**src/rtl/pwm_pkg.sv**
```systemverilog
// Shared types and helpers for the multi-channel signed PWM.
// Widths are fixed per instance; MAX_W bounds the package-level helpers.
package pwm_pkg;

    localparam int unsigned MAX_W = 16;

    typedef enum logic {
        EDGE   = 1'b0,
        CENTER = 1'b1
    } pwm_mode_e;

    // Widest signed duty word; instances narrow it to their own W.
    typedef logic signed [MAX_W-1:0] duty_max_t;

    // Map a raw unsigned half-period onto the legal range 1..2^(w-1).
    function automatic logic [MAX_W-1:0] clamp_half(input logic [MAX_W-1:0] raw,
                                                    input int unsigned      w);
        logic [MAX_W-1:0] lim;
        lim = MAX_W'(1) << (w - 1);
        if (raw == '0) begin
            return MAX_W'(1);
        end else if (raw > lim) begin
            return lim;
        end else begin
            return raw;
        end
    endfunction

endpackage

```
**src/rtl/pwm_carrier.sv**
```systemverilog
// Shared signed carrier counter: edge or center aligned, active half-period and mode
// reload only at the period boundary or while disabled.
module pwm_carrier
    import pwm_pkg::*;
#(
    parameter int unsigned W = 8
) (
    input  logic                clk,
    input  logic                rst,
    input  logic                en,
    input  logic [W-1:0]        half_next,
    input  logic                mode_next,
    output logic signed [W-1:0] cnt,
    output logic [W-1:0]        half_act,
    output logic                mode_act,
    output logic                boundary
);

    localparam logic [W-1:0] HalfRst = {1'b1, {(W-1){1'b0}}};

    logic signed [W-1:0] cnt_q, cnt_d;
    logic                dir_q, dir_d;  // 1 = counting down (center mode only)
    logic [W-1:0]        half_q, half_d;
    pwm_mode_e           mode_q, mode_d;

    logic signed [W-1:0] top_val;
    logic signed [W-1:0] bot_val;
    logic signed [W-1:0] start_val;

    always_ff @(posedge clk or posedge rst) begin
        if (rst) begin
            cnt_q  <= $signed(HalfRst);
            dir_q  <= 1'b0;
            half_q <= HalfRst;
            mode_q <= EDGE;
        end else begin
            cnt_q  <= cnt_d;
            dir_q  <= dir_d;
            half_q <= half_d;
            mode_q <= mode_d;
        end
    end

    always_comb begin
        top_val   = $signed(half_q - W'(1));
        bot_val   = $signed(W'(1) - half_q);
        start_val = $signed(W'(0) - half_next);

        // H=1 in center mode degenerates to the same two-step sequence as edge mode.
        if (!en) begin
            boundary = 1'b0;
        end else if (mode_q == EDGE || half_q == W'(1)) begin
            boundary = (cnt_q == top_val);
        end else begin
            boundary = dir_q && (cnt_q == bot_val);
        end
    end

    always_comb begin
        cnt_d  = cnt_q;
        dir_d  = dir_q;
        half_d = half_q;
        mode_d = mode_q;
        if (!en || boundary) begin
            half_d = half_next;
            mode_d = pwm_mode_e'(mode_next);
            cnt_d  = start_val;
            dir_d  = 1'b0;
        end else if (mode_q == CENTER && !dir_q && cnt_q == top_val) begin
            dir_d = 1'b1;
            cnt_d = cnt_q - W'(1);
        end else if (dir_q) begin
            cnt_d = cnt_q - W'(1);
        end else begin
            cnt_d = cnt_q + W'(1);
        end
    end

    assign cnt      = cnt_q;
    assign half_act = half_q;
    assign mode_act = mode_q;

endmodule

```
**src/rtl/pwm_signed_multi.sv**
```systemverilog
// Multi-channel signed-compare PWM: double-buffered duty and carrier configuration,
// one shared carrier, registered outputs.
module pwm_signed_multi
    import pwm_pkg::*;
#(
    parameter  int unsigned CH  = 4,
    parameter  int unsigned W   = 8,
    localparam int unsigned ChW = (CH > 1) ? $clog2(CH) : 1
) (
    input  logic                clk,
    input  logic                rst,
    input  logic                en,
    input  logic                cfg_wr,
    input  logic [W-1:0]        cfg_half,
    input  logic                cfg_mode,
    input  logic                wr_en,
    input  logic [ChW-1:0]      wr_ch,
    input  logic signed [W-1:0] wr_data,
    output logic [CH-1:0]       pwm,
    output logic                co,
    output logic                upd
);

    typedef logic signed [W-1:0] duty_t;

    localparam logic [W-1:0] HalfRst = {1'b1, {(W-1){1'b0}}};
    localparam duty_t        DutyRst = $signed(HalfRst);

    duty_t duty_sh_q  [CH];
    duty_t duty_sh_d  [CH];
    duty_t duty_act_q [CH];
    duty_t duty_act_d [CH];

    logic [W-1:0]     half_sh_q, half_sh_d;
    logic             mode_sh_q, mode_sh_d;
    logic [MAX_W-1:0] half_clamped;

    logic signed [W-1:0] cnt;
    logic [W-1:0]        half_act;
    logic                mode_act;
    logic                boundary;
    logic                load;
    logic                differ;
    logic [CH-1:0]       pwm_d;
    logic                upd_d;

    pwm_carrier #(
        .W (W)
    ) u_carrier (
        .clk       (clk),
        .rst       (rst),
        .en        (en),
        .half_next (half_sh_d),
        .mode_next (mode_sh_d),
        .cnt       (cnt),
        .half_act  (half_act),
        .mode_act  (mode_act),
        .boundary  (boundary)
    );

    // Active set follows shadow at every boundary and continuously while disabled.
    assign load = boundary || !en;
    assign co   = boundary;

    always_comb begin
        half_clamped = clamp_half(MAX_W'(cfg_half), W);
        half_sh_d    = cfg_wr ? half_clamped[W-1:0] : half_sh_q;
        mode_sh_d    = cfg_wr ? cfg_mode : mode_sh_q;
    end

    // Shadow next-values feed the active load, giving write-through on a boundary.
    always_comb begin
        differ = (half_sh_d != half_act) || (mode_sh_d != mode_act);
        for (int i = 0; i < CH; i++) begin
            duty_sh_d[i]  = (wr_en && wr_ch == ChW'(i)) ? wr_data : duty_sh_q[i];
            duty_act_d[i] = load ? duty_sh_d[i] : duty_act_q[i];
            pwm_d[i]      = en && (duty_act_q[i] > cnt);
            if (duty_sh_d[i] != duty_act_q[i]) begin
                differ = 1'b1;
            end
        end
        upd_d = boundary && differ;
    end

    always_ff @(posedge clk or posedge rst) begin
        if (rst) begin
            half_sh_q <= HalfRst;
            mode_sh_q <= 1'b0;
            pwm       <= '0;
            upd       <= 1'b0;
            for (int i = 0; i < CH; i++) begin
                duty_sh_q[i]  <= DutyRst;
                duty_act_q[i] <= DutyRst;
            end
        end else begin
            half_sh_q <= half_sh_d;
            mode_sh_q <= mode_sh_d;
            pwm       <= pwm_d;
            upd       <= upd_d;
            for (int i = 0; i < CH; i++) begin
                duty_sh_q[i]  <= duty_sh_d[i];
                duty_act_q[i] <= duty_act_d[i];
            end
        end
    end

endmodule
```
**config.mk**
```make
export PLATFORM = sky130hd
export DESIGN_NAME = pwm_signed_multi
export DESIGN_NICKNAME = d
export VERILOG_FILES = /design/src/rtl/pwm_pkg.sv /design/src/rtl/pwm_carrier.sv /design/src/rtl/pwm_signed_multi.sv
export SDC_FILE = /design/constraint.sdc
export NUM_CORES = 1
export LEC_CHECK = 0
export BUFFER_PORTS_ARGS = -buffer_cell sky130_fd_sc_hd__buf_2
export CORE_AREA = 2 2 122 124
export CTS_CLUSTER_DIAMETER = 40
export DETAILED_ROUTE_END_ITERATION = 7
export DIE_AREA = 0 0 124 126
export SLEW_MARGIN = 30
export SYNTH_ARGS = -nofsm -noshare
export SYNTH_HDL_FRONTEND = slang
export SYNTH_SLANG_ARGS = --single-unit
```
**constraint.sdc**
```tcl
create_clock -name clk -period 7 [get_ports clk]
set_input_delay 1.05 -clock clk [delete_from_list [all_inputs] [get_ports clk]]
set_output_delay 1.05 -clock clk [all_outputs]
set_load 0.005 [all_outputs]
```
After elaboration in Yosys (flattened, before gate mapping)
Cells that the tools add are included.
{"block": "totals", "ff_bits": 96, "output_inout_bits": 6, "word_cells": 78}
{"block": "op_classes", "add_sub_neg": 5, "n_lt_le_gt_ge": 5, "eq_ne": 12, "muxes": 19, "bitwise": 1, "n_reduce_logical": 20}
{"cell": "$mux W8", "n": 10}
{"cell": "$ne A8 B8 Y1", "n": 5}
{"cell": "$gt A8 B8 Y1", "n": 4}
{"cell": "$eq A8 B8 Y1", "n": 2}
{"cell": "$sub A1 B8 Y8 const A", "n": 2}
{"cell": "$logic_and A1 B1 Y1", "n": 12}
{"cell": "$mux W1", "n": 9}
{"cell": "$add A8 B2 Y8 const B", "n": 1}
{"cell": "$eq A8 B1 Y1 const B", "n": 1}
{"cell": "$gt A8 B8 Y1 const B", "n": 1}
{"cell": "$logic_not A8 Y1", "n": 1}
{"cell": "$sub A8 B1 Y8 const B", "n": 1}
{"cell": "$sub A8 B2 Y8 const B", "n": 1}
{"cell": "$eq A2 B2 Y1 const B", "n": 2}
{"cell": "$logic_or A1 B1 Y1", "n": 3}
{"cell": "$eq A2 B1 Y1 const B", "n": 1}
{"cell": "$logic_not A1 Y1", "n": 2}
{"cell": "$logic_not A2 Y1", "n": 1}
{"cell": "$reduce_bool A2 Y1", "n": 1}
{"cell": "$ne A1 B1 Y1", "n": 1}
{"cell": "$not A1 Y1", "n": 1}

Longest topological paths before layout
Gate-level depths: netlist of run 1.
{"block": "logic_depth", "word_depth": 11, "ltp_mapped": 12, "depth_no_buf": 9}

Hierarchy
A second synthesis of run 1 with hierarchy kept.
{"block": "unflattened", "hier_cells": 634, "hier_area_um2": 6134.6}
{"module": "pwm_signed_multi", "n_inst": 1, "cells_each": 437, "area_per_inst_um2": 4468.0, "seq_area_each_um2": 1963.1}
{"module": "pwm_carrier", "n_inst": 1, "cells_each": 197, "area_per_inst_um2": 1666.6, "seq_area_each_um2": 452.9}

Worst setup path before layout of run 1
Ideal clock, no wire load.
{"block": "synth_path", "path_type": "register to output", "from": "register u_carrier.half_q[1] (netlist: u_carrier.half_act[1])", "to": "output port co", "arrival_ns": 2.140, "slack_ns": 3.810, "stages_incl_launch_ff": 10, "n_path_buf": 1, "path_cell_list": "dfrtp_1 > clkbuf_1 > inv_1 > ha_1 > o21ba_2 > a221o_2 > a221oi_2 > nand4_1 > o21ai_1 > and2_1"}
{"block": "synth_between", "elab_chain_cells": 5}
{"element": "from (decl)", "line_no": "pwm_carrier.sv:23", "text": "logic [W-1:0] half_q, half_d;"}
{"element": "from (signal assigned)", "line_no": "pwm_carrier.sv:34", "text": "half_q <= HalfRst;"}
{"element": "from (signal assigned)", "line_no": "pwm_carrier.sv:39", "text": "half_q <= half_d;"}
{"element": "$sub A1 B8 Y8", "line_no": "pwm_carrier.sv:46", "text": "bot_val = $signed(W'(1) - half_q);"}
{"element": "$eq A8 B8 Y1", "line_no": "pwm_carrier.sv:55", "text": "boundary = dir_q && (cnt_q == bot_val);"}
{"element": "$logic_and A1 B1 Y1", "line_no": "pwm_carrier.sv:55"}
{"element": "$mux W1 *", "line_no": "pwm_carrier.sv:52", "text": "end else if (mode_q == EDGE || half_q == W'(1)) begin"}
{"element": "$mux W1 *", "line_no": "pwm_carrier.sv:50", "text": "if (!en) begin"}
{"element": "to (decl)", "line_no": "pwm_signed_multi.sv:20", "text": "output logic co,"}
Mark *: on every way between the ends. The rest lies on a longest branch, timed or not.

Worst setup path after layout of run 1
Ends and elaborated chain as after synthesis.

==> results by group, run 1 <==
Place
  – Number of port buffers: 29
  – RePlAce Congestion: 0.873
  – HPWL after DPL: between 9000 and 10,000 microns
  – Placed cell count: around 700
  – Dpl ws: roughly 3100 ps

Detailed routing
  – DRC violations left: 0
  – Vias per inst: 5.28
  – DR WL/cell: 17.5 microns
  – Initial DRC count: 194
  – Post-Route WL: roughly 12,000 microns
  – Detailed-route via count: around 3,800
  – DRT antenna net count: 0
  – Drt first pass iters: 4

Layout
  – Fill cells: 1,375
  – Final core utilization: around 43%
  – Layout area overhead: 10.1%
  – Nets: 586
  – Layout cells sized above 1: between 10% and 20%
  – Layout Cells excl Fill: roughly 710
  – Ant. Diodes: 0

Floorplanning
  – Initial Util: approximately two fifths
  – Cell row count: 44
  – Die W: 124 microns
  – Die footprint: roughly 16,000 sq um
  – # IOs: 30
  – Core box area: ~14,000 sq um
  – Die Ht: 126 microns

CTS
  – Clock-pin slew on the worst setup and hold paths: approximately 60 ps
  – Sink Count: 96
  – # Post-CTS Setup Buffers: 0
  – Clock Latency Late Sink: about 350 ps
  – Cts bufs inserted: 9
  – CTS H-tree lvls: 3
  – Hold Buf Count CTS: 0
  – CTS root buf: clkbuf_16
  – Resize count post-CTS: 0
  – Clock Path Buffers: 2
  – CTS tree: built

Worst setup path
  – CP max FO: 12
  – Worst EP arrival: between 3000 and 4000 ps
  – Worst path depth: 9
  – Critical-path top delay cell: dfrtp_1
  – CP peak stage delay: 450 ps
  – Startpoint types: flip-flop
  – Critical Path, Cell by Cell: inv_1 > ha_1 > a21boi_0 > nand4_1 > a22oi_1 > nand4_1 > o21ai_1 > and2_1 > buf_2
  – FF-to-FF path depth: 10
  – Crit-path leading delay family: compound AO/OA/AOI/OAI gates
  – Critical path class: flip-flop to primary output
  – CP dominant cell by count: nand4_1
  – CP Data Required Time: ~6000 ps
  – Worst path bufs/invs: 2
  – CP Capture Type: primary output
  – Flop-to-flop setup slack: 3110 ps

Power
  – Pwr Total: 0.00192 W
  – Comb power frac: a little over a third
  – Seq pwr share: between 40% and 50%
  – Clock power frac: 24.1%
  – Worst VDD drop: around 0.14 mV
  – Switching Share: about a third
  – Pwr/cell area: approximately 310 nW/um^2
  – Leakage: between 2 and 3 nW
  – Sw Pwr: just under 0.0007 W
  – Internal power: approximately 0.0012 W

Worst hold path
  – Worst Hold Class: flip-flop to flip-flop
  – WHS Path Cells: 1

Synthesis
  – Post-synth EDFFs: 0
  – Syn avg cell area: ~11 sq um
  – Post-synthesis sequential area ratio: between 40% and 50%
  – Synth Register Bits: 96
  – Post-synth cell types: 45
  – Warnings from Yosys: 0
  – Cell Area, Synth: approximately 5600 sq um
  – Cells after Synth: around 500
  – Synth Flop Type: dfrtp_1
  – Post-synth ARST share: 100%
  – Syn_nets: 560

Timing
  – Final number of hold-violating endpoints: 0
  – Final TNS setup: 0 ps
  – Crit share post-route: approximately three fifths
  – Max-slew violations: 0
  – Fmax achieved: 242 MHz
  – Final setup fails: 0
  – Fin worst setup slack: roughly 2900 ps
  – Unrepaired setup endpoints after global routing: no
  – Setup Skew: between 9 and 10 ps
  – Tmin final: between 4000 and 5000 ps
  – Slew @ Worst Pin: about 950 ps
  – Worst slew margin: between 30 and 40%

Global route
  – GR Util met3: 2.31%
  – Initial antenna violation count: 0
  – Met1 GRT Util: around a quarter
  – First-pass GRT wire length: 20,100 microns
  – M2 GR Usage: between 20 and 30%
  – Grt ovf: 0
  – Largest net degree at the start of global routing: 61
  – GRT Overall Usage: between 10% and 20%
  – Grt peak-use layer: met1
  – Number of global-route vias before repair: between 3,000 and 4,000

Flow run
  – Max-cap viol count: 0

Status
  – Outcome: completed
layout by cell type (no fill, tap or decap), types with 3 or more instances in the layout:
| cell type | count |
|---|---|
| ha_1 | 39 |
| mux2_2 | 33 |
| dfstp_2 | 11 |
| o21a_1 | 17 |
| nor2_1 | 14 |
| o21ai_0 | 17 |
| nor3_1 | 15 |
| clkbuf_16 | 9 |
| a31oi_1 | 4 |
| xor2_1 | 34 |
| a21o_1 | 3 |
| dfrtp_1 | 85 |
| nand3b_1 | 4 |
| xnor2_1 | 33 |
| mux2_1 | 35 |
| nor4_1 | 12 |
| inv_1 | 25 |
| nor2b_1 | 11 |
| nand2_1 | 12 |
| nand4_1 | 13 |
| nand3_1 | 17 |
| buf_2 | 29 |
| a21oi_1 | 14 |
| mux2i_1 | 11 |
sequential cells by signal (all words and copies together), names as in the netlist:
register            cells
u_carrier.half_act      8
half_sh_q               8
pwm                     4
mode_sh_q               1
u_carrier.mode_act      1
duty_sh_q              32
u_carrier.dir_q         1
u_carrier.cnt           8
upd                     1
duty_act_q             32
power groups by stage:
| stage | logic [W] | registers [W] | clock network [W] |
|---|---|---|---|
| floorplan | 0.000536 | 0.000745 | 0 |
| global placement | 0.000656 | 0.000791 | 0 |
| detailed placement | 0.000669 | 0.000794 | 0 |
| CTS | 0.000676 | 0.000784 | 0.000473 |
| global route | 0.000763 | 0.000800 | 0.000500 |
| finish | 0.000672 | 0.000783 | 0.000461 |
cell usage after synthesis, types with 2 or more instances:
cell       n  area share (%)
nor2_1    14            0.94
a21o_1     3            0.40
dfstp_2   11             5.2
a21oi_1   14             1.3
nand2_1   12            0.81
nand3_1   17             1.5
clkbuf_1   9            0.60
nor2b_1   11             1.2
xnor2_1   33             5.2
inv_1     26             1.7
nor3_1    15             1.3
buf_6      5             1.0
ha_1      39             8.7
dfrtp_1   85              38
mux2i_1   11             2.0
o21ai_1    2            0.18
o21ai_2    2            0.31
nand3b_1   4            0.54
mux2_2    33             6.6
a31oi_1    4            0.45
o21a_1    17             2.3
nor4_1    12             1.3
nand4_1   13             1.5
xor2_1    34             5.3
mux2_1    35             7.1
o21ai_0   17             1.5
cell type report:
cell class | instances | area, sq um | share of cell area, %
clock buffers | 12 | 246 | 4.01
well taps | 184 | 230 | 3.74
multi-input cells | 358 | 2970 | 48.3
flip-flops and latches | 96 | 2420 | 39.3
inverters | 27 | 104 | 1.69
repair buffers | 31 | 160 | 2.60
clock inverters | 4 | 27.5 | 0.447
through the flow:
step	hold WS, ps	cell area, sq um
floorplan	458	5590
global placement	468	5880
detailed placement	475	5880
CTS	490	6150
global route	508	6150
finish	486	6150
metal layers:
metal  vias to the layer above  wire length (microns)
li1                       1819                      -
met1                      1871                   6230
met2                        56                   5630
met3                        16                    368
met4                         0                    205
met5                         -                      0
path summary, 6_finish.rpt:
path                                               to                               from
setup / recovery                                   co  u_carrier.half_act[1]$_DFFE_PP0N_
hold / removal             duty_act_q[16]$_DFFE_PP0N_         duty_act_q[16]$_DFFE_PP0N_
setup reg to reg           duty_act_q[28]$_DFFE_PP0N_  u_carrier.half_act[1]$_DFFE_PP0N_
hold reg to reg            duty_act_q[16]$_DFFE_PP0N_         duty_act_q[16]$_DFFE_PP0N_
max in group asynchronous         mode_sh_q$_DFF_PP0_                                rst
min in group asynchronous               upd$_DFF_PP0_                                rst
cells by family after synthesis:
logic type,count (synthesis),synth area share [%]
simple gates,106,10.3
flops,96,43.2
mux,79,15.7
compound gates,67,7.90
xor+xnor,67,10.5
buf+inv,43,3.65
fa+ha+maj,39,8.73
No activity file was read; power rests on OpenSTA's default activity.
==> run 2, diff against run 1 <==
ABC_AREA = 1   (was default)
CORE_AREA = 2 2 129 131   (was 2 2 122 124)
DIE_AREA = 0 0 131 133   (was 0 0 124 126)
clock period = 4.1 ns   (was 7 ns; I/O delays follow)
==> run 2 against run 1 <==
  * Total power rose by 65%
  * Largest power group unchanged
  * Cell count rose by 56%
  * Critical path depth rose by 6
  * Highest routed layer unchanged
  * Count of clock-buffer cells in the layout fell by 3
  * Clock power rose by 100%
  * Global-route usage rose by 3.4 points
  * Register-to-register slack got worse by 2100 ps
  * Combinational power rose by 52%
  * Clock skew rose by 4.6 ps
  * Via count rose by 45%
==> results by group, run 2 <==
Floorplanning
  – Die footprint: between 15,000 and 20,000 sq um
  – Die Ht: between 100 and 150 microns
  – # IOs: 30
  – Die W: roughly 130 microns
  – Core box area: around 16,000 sq um
  – Cell row count: 47
  – Initial Util: 39.3%

Timing
  – Crit share post-route: approximately three quarters
  – Tmin final: around 3000 ps
  – Slew @ Worst Pin: 789 ps
  – Unrepaired setup endpoints after global routing: no
  – Fin Hold WS: approximately 360 ps
  – Final TNS setup: 0 ps
  – Worst slew margin: 47.4%
  – Setup Skew: about 14 ps
  – Max-slew violations: 0
  – Final number of hold-violating endpoints: 0
  – Final setup fails: 0
  – Fmax achieved: around 330 MHz

Synthesis
  – Xor/xnor share of the synthesized area: roughly 3.9%
  – Post-synth cell types: 37
  – Warnings from Yosys: 0
  – Synth Register Bits: 96
  – Syn_nets: 927
  – Post-synth EDFFs: 0
  – Area leader, netlist: dfrtp_1
  – Most numerous cell in the Yosys netlist: nand2_1
  – Cells after Synth: roughly 860
  – Post-synth top area share: approximately a third
  – Synth Area in Compound Gates: 10.2%
  – Simple logic cell fraction of the synthesized area: a little under a third
  – Area share of fa/ha/maj cells after synthesis: 7.69%
  – Post-synthesis sequential area ratio: a little under two fifths
  – Area contributors post-synth: dfrtp_1 34%, nand2_1 19%, ha_1 7.7%, inv_1 5.4%, nand3_1 5.3%
  – Synth Flop Type: dfrtp_1
  – Most frequent cells after synthesis: 320 x nand2_1, 92 x inv_1, 85 x dfrtp_1, 67 x nand3_1, 52 x nor2_1
  – Post-synth ARST share: 100%
  – Post-synthesis mux area share: 0%
  – Largest family of logic cells by synthesized area: simple AND/OR/NAND/NOR gates
  – Syn avg cell area: between 7 and 8 sq um
  – Cell Area, Synth: about 6300 sq um

CTS
  – Cts bufs inserted: 9
  – Clock Path Buffers: 2
  – CTS tree: built
  – Clock-pin slew on the worst setup and hold paths: 70 ps
  – CTS root buf: clkbuf_16
  – Hold Buf Count CTS: 0
  – Clock Latency Late Sink: between 300 and 400 ps
  – # Post-CTS Setup Buffers: 0
  – CTS H-tree lvls: 3
  – Resize count post-CTS: 0
  – Sink Count: 96

Layout
  – Multi-input logic area: 3380 sq um
  – Top Registers: duty_act_q x32, duty_sh_q x32
  – Ant. Diodes: 0
  – Layout cells sized above 1: 11.4%
  – Layout area overhead: 9.16%
  – Fill cells: between 1,500 and 2,000
  – Most frequent cells in the layout: 320 x nand2_1, 91 x inv_1, 85 x dfrtp_1
  – Nets: approximately 950
  – Layout Cells excl Fill: about 1,100
  – FF/Latch Area: 2420 sq um
  – Commonest non-fill, non-tap cell in the layout: nand2_1

Flow run
  – Max-cap viol count: 0

Worst setup path
  – Critical path class: flip-flop to flip-flop
  – Worst EP arrival: roughly 3300 ps
  – Startpoint types: flip-flop
  – CP Capture Type: flip-flop
  – CP Data Required Time: about 4400 ps
  – CP max FO: 64

Worst hold path
  – Worst Hold Class: input port to asynchronous set/reset pin

Global route
  – GRT Overall Usage: about a fifth
  – Number of global-route vias before repair: about 5,300
  – First-pass GRT wire length: around 28,000 microns
  – Grt ovf: 0
  – Largest net degree at the start of global routing: 80
  – Initial antenna violation count: 0

Power
  – Pwr/cell area: approximately 460 nW/um^2
  – Leakage: between 3 and 4 nW
  – Worst VDD drop: ~0.22 mV

Detailed routing
  – DRC violations left: 0
  – Post-Route WL: around 16,000 microns
  – Detailed-route via count: 5,461
  – DR WL/cell: between 10 and 15 microns
  – Drt first pass iters: 5
  – Vias per inst: a little under 5
  – Initial DRC count: 363
  – DRT antenna net count: 0

Place
  – HPWL after DPL: about 12,000 microns
  – Number of port buffers: 29
  – RePlAce Congestion: between 0.9 and 1
  – Placed cell count: 1,093

Status
  – Outcome: completed
-- run 2: changes by cell type after synthesis, moves of 33 or more --
| cell | delta |
|---|---|
| nand3_1 | +50 |
| inv_1 | +66 |
| mux2_2 | -33 |
| nor2_1 | +38 |
| nand2_1 | +308 |
| mux2_1 | -35 |
-- run 2: layer usage --
layer  GRT usage [%]  vias to the layer above  share of wire, %
met1            29.7                     2524                49
met2            30.8                      107                44
met3            3.52                       31               4.3
met5               0                        -                 0
li1                -                     2799                 -
met4            7.80                        0               2.7
-- run 2: kinds of logic after synthesis --
kind of cell               count (synthesis)
AOI/OAI and AO/OA                        105
xor gates and xnor gates                  28
adders and majority gates                 39
buffers and inverters                    123
DFF                                       96
and+or+nand+nor                          473
-- run 2: worst paths after layout --
check                                                        from                        end  slack (ps)  cells past startpoint
worst min-delay path                                          rst    duty_sh_q[13]$_DFF_PP0_         360                      2
worst max-delay path            u_carrier.half_act[1]$_DFFE_PP0N_  duty_act_q[8]$_DFFE_PP0N_        1050                     15
min in group clk                              mode_sh_q$_DFF_PP0_        mode_sh_q$_DFF_PP0_         520                      2
worst min register to register                mode_sh_q$_DFF_PP0_        mode_sh_q$_DFF_PP0_         520                      2
worst max register to register  u_carrier.half_act[1]$_DFFE_PP0N_  duty_act_q[8]$_DFFE_PP0N_        1050                     15
max in group asynchronous                                     rst     half_sh_q[7]$_DFF_PP1_        2920                      3
-- run 2: area by class of cell --
| type | instances | area share (%) |
|---|---|---|
| Clock buffer | 9 | 3.25 |
| Clock inverter | 6 | 1.34 |
| Inverter | 101 | 5.54 |
| Multi-Input combinational cell | 645 | 48.7 |
| Sequential cell | 96 | 34.9 |
| Tap cell | 220 | 3.97 |
| Timing Repair Buffer | 31 | 2.31 |
-- run 2: worst max-delay path: stages (launching register included) --
cell,delay [ps]
dfrtp_1,410
inv_1,200
ha_1,260
inv_1,70
nand2_1,80
nand3_1,80
nand2_1,80
nand2_1,50
nor2_1,110
nand3_2,130
nor2_8,180
nand2_4,70
nand3_4,270
buf_4,700
nand2_1,150
o21ai_2,90
-- run 2: per-stage QoR --
step	total power, W	utilization [%]	worst slack, ps	cell area, sq um
global placement	0.00224	40.9	1190	6610
CTS	0.00319	42.9	1050	6930
floorplan	0.00199	-	998	6350
detailed placement	0.00225	40.9	1080	6610
global route	0.00340	42.9	714	6930
finish	0.00317	42.9	1050	6930
-- run 2: power breakdown --
part / internal, W / total (W) / switching, W
clock: 0.000535 / 0.000926 / 0.000391
sequential: 0.00110 / 0.00122 / 0.000118
combinational: 0.000368 / 0.00102 / 0.000651
